### config.mk
export PLATFORM = sky130hd
export DESIGN_NAME = mux_select_arbiter_flat
export DESIGN_NICKNAME = d
export VERILOG_FILES = /design/src/rtl/mux_select_arbiter_if.sv /design/src/rtl/mux_select_arbiter.sv /design/src/flat_wrapper.sv
export SDC_FILE = /design/constraint.sdc
export NUM_CORES = 1
export LEC_CHECK = 0
export ABC_AREA = 1
export CORE_ASPECT_RATIO = 0.8
export CORE_MARGIN = 5
export CORE_UTILIZATION = 56
export CTS_CLUSTER_DIAMETER = 50
export DETAILED_ROUTE_END_ITERATION = 8
export GPL_ROUTABILITY_DRIVEN = 1
export PLACE_DENSITY_LB_ADDON = 0.1
export SKIP_CTS_REPAIR_TIMING = 1
export SYNTH_ARGS = -nofsm -noshare
export SYNTH_HDL_FRONTEND = slang
export SYNTH_SLANG_ARGS = --single-unit
export TNS_END_PERCENT = 20
### constraint.sdc
create_clock -name CLK -period 2.1 [get_ports CLK]
set_clock_uncertainty 0.2 [all_clocks]
set_input_delay 0.21 -clock CLK [delete_from_list [all_inputs] [get_ports CLK]]
set_output_delay 0.21 -clock CLK [all_outputs]
set_load 0.05 [all_outputs]
### src/rtl/mux_select_arbiter_if.sv
// Request/select bundle between the two requesters and the select generator
// feeding the shared AND-OR data mux.
interface mux_select_arbiter_if;
  logic REQ1;
  logic REQ2;
  logic SEL1;
  logic SEL2;
  logic BUSY;
  logic TIMEOUT;

  modport master (output REQ1, REQ2, input SEL1, SEL2, BUSY, TIMEOUT);
  modport slave  (input REQ1, REQ2, output SEL1, SEL2, BUSY, TIMEOUT);
endinterface

### src/rtl/mux_select_arbiter.sv
// Registered, mutually exclusive SEL1/SEL2 generator with break-before-make gap and hold limit.
// Define MUXSEL_ROUNDROBIN_EN to alternate simultaneous requests; default is fixed REQ1 priority.
module mux_select_arbiter #(
  parameter int MAX_HOLD   = 15,
  parameter int GAP_CYCLES = 1,
  parameter int CNT_W      = 4
) (
  input  logic                 CLK,
  input  logic                 RESET,
  mux_select_arbiter_if.slave  bus
);

  typedef enum logic [1:0] {IDLE, GNT1, GNT2, GAP} state_t;

  state_t           state;
  logic [CNT_W-1:0] hold_cnt;
  logic [2:0]       gap_cnt;
  logic             lock1;
  logic             lock2;
  logic             elig1;
  logic             elig2;
  logic             pick1;

  function automatic logic [CNT_W-1:0] sat_inc(input logic [CNT_W-1:0] v);
    return (&v) ? v : v + CNT_W'(1);
  endfunction

  function automatic logic at_limit(input logic [CNT_W-1:0] v);
    return (MAX_HOLD != 0) && (v == CNT_W'(MAX_HOLD));
  endfunction

  // A requester that timed out stays ineligible until its REQ is seen low.
  assign elig1 = bus.REQ1 & ~lock1;
  assign elig2 = bus.REQ2 & ~lock2;

`ifdef MUXSEL_ROUNDROBIN_EN
  logic last_gnt;  // 1: requester 2 was granted last, so requester 1 wins the next tie

  assign pick1 = elig1 & (~elig2 | last_gnt);

  always_ff @(posedge CLK or posedge RESET) begin
    if (RESET) begin
      last_gnt <= 1'b1;
    end else if (state == IDLE) begin
      if (pick1)      last_gnt <= 1'b0;
      else if (elig2) last_gnt <= 1'b1;
    end
  end
`else
  assign pick1 = elig1;
`endif

  always_ff @(posedge CLK or posedge RESET) begin
    if (RESET) begin
      state       <= IDLE;
      bus.SEL1    <= 1'b0;
      bus.SEL2    <= 1'b0;
      bus.BUSY    <= 1'b0;
      bus.TIMEOUT <= 1'b0;
      hold_cnt    <= '0;
      gap_cnt     <= '0;
      lock1       <= 1'b0;
      lock2       <= 1'b0;
    end else begin
      bus.TIMEOUT <= 1'b0;
      lock1       <= lock1 & bus.REQ1;
      lock2       <= lock2 & bus.REQ2;
      case (state)
        IDLE: begin
          if (pick1) begin
            state    <= GNT1;
            bus.SEL1 <= 1'b1;
            bus.BUSY <= 1'b1;
            hold_cnt <= CNT_W'(1);
          end else if (elig2) begin
            state    <= GNT2;
            bus.SEL2 <= 1'b1;
            bus.BUSY <= 1'b1;
            hold_cnt <= CNT_W'(1);
          end
        end
        GNT1: begin
          // A release on the limit cycle is normal; only a still-held REQ times out.
          if (!bus.REQ1) begin
            state    <= GAP;
            bus.SEL1 <= 1'b0;
            gap_cnt  <= 3'd1;
          end else if (at_limit(hold_cnt)) begin
            state       <= GAP;
            bus.SEL1    <= 1'b0;
            gap_cnt     <= 3'd1;
            bus.TIMEOUT <= 1'b1;
            lock1       <= 1'b1;
          end else begin
            hold_cnt <= sat_inc(hold_cnt);
          end
        end
        GNT2: begin
          if (!bus.REQ2) begin
            state    <= GAP;
            bus.SEL2 <= 1'b0;
            gap_cnt  <= 3'd1;
          end else if (at_limit(hold_cnt)) begin
            state       <= GAP;
            bus.SEL2    <= 1'b0;
            gap_cnt     <= 3'd1;
            bus.TIMEOUT <= 1'b1;
            lock2       <= 1'b1;
          end else begin
            hold_cnt <= sat_inc(hold_cnt);
          end
        end
        default: begin
          hold_cnt <= '0;
          if (gap_cnt >= 3'(GAP_CYCLES)) begin
            state    <= IDLE;
            bus.BUSY <= 1'b0;
          end else begin
            gap_cnt <= gap_cnt + 3'd1;
          end
        end
      endcase
    end
  end

endmodule

### src/flat_wrapper.sv
// flat-port wrapper written by rule: the top's interface ports become plain ports
module mux_select_arbiter_flat 
#(
  parameter int MAX_HOLD   = 15,
  parameter int GAP_CYCLES = 1,
  parameter int CNT_W      = 4
)
  (CLK, RESET, bus_REQ1, bus_REQ2, bus_SEL1, bus_SEL2, bus_BUSY, bus_TIMEOUT);
  mux_select_arbiter_if bus_i ();
  input  logic CLK;
  input  logic RESET;
  input wire logic [$bits(bus_i.REQ1)-1:0] bus_REQ1;
  input wire logic [$bits(bus_i.REQ2)-1:0] bus_REQ2;
  output wire logic [$bits(bus_i.SEL1)-1:0] bus_SEL1;
  output wire logic [$bits(bus_i.SEL2)-1:0] bus_SEL2;
  output wire logic [$bits(bus_i.BUSY)-1:0] bus_BUSY;
  output wire logic [$bits(bus_i.TIMEOUT)-1:0] bus_TIMEOUT;
  assign bus_i.REQ1 = bus_REQ1;
  assign bus_i.REQ2 = bus_REQ2;
  assign bus_SEL1 = bus_i.SEL1;
  assign bus_SEL2 = bus_i.SEL2;
  assign bus_BUSY = bus_i.BUSY;
  assign bus_TIMEOUT = bus_i.TIMEOUT;
  mux_select_arbiter #(.MAX_HOLD(MAX_HOLD), .GAP_CYCLES(GAP_CYCLES), .CNT_W(CNT_W)) u_core (.CLK(CLK), .RESET(RESET), .bus(bus_i));
endmodule
==> out/metrics.yaml <==
run_status:
  status: "finished, final reports clean"
setup_path:
  crit_buf_inv: 1
  startpoint: "u_core.bus.SEL1"
  crit_arrival_ns: 1.45
  crit_path_max_fanout: 3
  cp_slowest_cell: "clkdlybuf4s50_1"
  required_ns: 1.69
  path_cells: "clkdlybuf4s50_1"
  critPathKind: "reg2out"
  crit_family: "buffers and inverters"
  end_kind: "output port"
  cpPeakStageDelay_ns: 0.81
  worstReg2RegStart: "u_core.state[0]"
  start_kind: "register"
finish:
  top_register: "u_core.hold_cnt"
  fin_nets: 158
  top_regs: "u_core.hold_cnt: 4 flops, u_core.gap_cnt: 3 flops, u_core.state: 2 flops"
  postLayoutCellArea_um2: 1100
  diodes: 0
  largest_reg_flops: 4
  final_common_cell: "nand2_1"
  synthToLayoutAreaGrowth_pct: 11.9
  layout_common_cells: "nand2_1 (45), inv_1 (17), dfrtp_1 (15)"
  fin_cells: 168
  drive_gt1_share_pct: 10.3
floorplanning:
  die_width_um: 56.8
  ios: 8
  rows: 13
  start_util_pct: 59.6
  die_area_um2: 2690
  die_h_um: 47.4
  fp.coreArea_um2: 1640
route:
  wire_per_inst_um: 11.7
  drcViolationCount: 0
  dr.pass1.iters: 4
  viasPerCell: 5.12
  wl_um: 1960
  drt-initial-drc-count: 22
  antenna_left: 0
  vias: 860
clock_tree:
  clock-sinks: 15
  clkTransAtPathRegs_ns: 0.09
  clk_latency_ns: 0.28
  cts_buffer_depth: 2
  cts_inserted_buffers: 3
  root_buffer: "clkbuf_4"
  cts_tree: "built"
  h-tree-depth: 1
synth:
  yosysSeqAreaShare_pct: 38.3
  synth.distinct_cells: 20
  synth_xor_area_share_pct: 0
  synth-simple-area-share_pct: 33.8
  synthAdderAreaFrac_pct: 8.94
  ys_ff_latch: 15
  synth_compound_area_share_pct: 9.58
  syn-num-nets: 147
  syn_inst: 136
  synthDominantCellAreaShare_pct: 38.3
  netlist_area_um2: 980
  synth.largest_area_cell: "dfrtp_1"
  yosysWarnings: 0
  synth.mux.area_fraction_pct: 0
  synth_top_family_by_area: "simple AND/OR/NAND/NOR gates"
  avgSynthCellArea_um2: 7.20
  synth_area_leaders: "dfrtp_1 (38%), nand2_1 (17%), ha_1 (8.9%), inv_1 (6.5%), nand3_1 (4.6%)"
place:
  dp_cells: 164
  hpwlAfterDp_um: 1490
  place_ws_ns: 0.335
  placed_cell_area_um2: 1070
  place.gp.congestion: 0.868
  io_buffers: 7
timing:
  relSlewSlack_pct: 62.5
  period_minus_slack_ns: 1.86
  layout_setup_ws_ns: 0.235
  slew_violations: 0
  fin_setup_tns_ns: 0
  rsz0062_at_grt: "false"
  worst_pin_slew_ns: 0.561
  setup_violations: 0
  fmax_mhz: 536
  period_share_pct: 88.8
  hold_viol: 0
run:
  maxCapViolCount: 0
global_route:
  grt_overflow: 0
  grt_pass1_wl_um: 3350
  grt_pass1_vias: 779
  grt_max_degree: 16
  antenna_found_initial: 0
  track_usage_pct: 16.6
power_and_ir_drop:
  p_per_area_nw_per_um2: 1490
  total_power_mw: 1.64
  p_leak_nw: 0.582
  peakVddDrop_mv: 1.01
hold_path:
  hold_path_class: "in2async"
[per-layer routing]
metal / part of all wire [%] / GRT usage (%) / vias up / wire (um)
met3: 6.0 / 5.93 / 2 / 118
met1: 47 / 22.2 / 376 / 928
met2: 46 / 25.3 / 31 / 905
met4: 0.51 / 6.02 / 0 / 10
met5: 0 / 0 / - / 0
li1: - / - / 451 / -
[cell usage after synthesis, drive strengths merged]
cell    count
a21oi       2
inv        21
dfrtp      15
nor2       10
nand2      48
ha          7
buf         1
o22ai       1
nand4       2
o21ai      14
or2         1
o31ai       1
nand3      12
clkinv      1
[through the flow]
stage | hold WS, ns | util (%)
final | 0.0715 | 66.7
after global routing | 0.124 | 66.7
after CTS | 0.0953 | 66.7
after detailed placement | 0.277 | 65.1
after global placement | 0.253 | 65.1
after floorplan | -0.0885 | -
[final timing paths]
kind | to | slack, ns | cells past startpoint
setup / recovery | bus_SEL1 | 0.24 | 1
hold reg to reg | u_core.bus.SEL2 | 0.29 | 2
max in group asynchronous | u_core.bus.SEL2 | 1.25 | 2
setup reg to reg | u_core.hold_cnt[0] | 0.32 | 6
hold / removal | u_core.lock2 | 0.07 | 2
min in group CLK | u_core.bus.SEL2 | 0.29 | 2
[power breakdown]
group / switching [mW] / internal (mW)
combinational: 0.663 / 0.336
sequential: 0.0895 / 0.387
clock: 0.0855 / 0.0736
total: 0.838 / 0.797
[area by class of cell]
type / instances / area [um^2]
sequential: 15 / 375
fill: 143 / 547
tap: 22 / 27.5
timing repair buffer: 7 / 70.1
clock buffer: 4 / 26.3
inverter: 22 / 83.8
multi-input combinational: 98 / 513
[cells by family (layout without fill, tap and decap cells)]
group,Yosys count,after routing
AND/OR/NAND/NOR,73,73
buffers and inverters,23,33
AO/OA/AOI/OAI,18,18
flip-flops,15,15
adder cells (fa/ha/maj),7,7
Note: power is estimated with default switching activity, not from simulation.
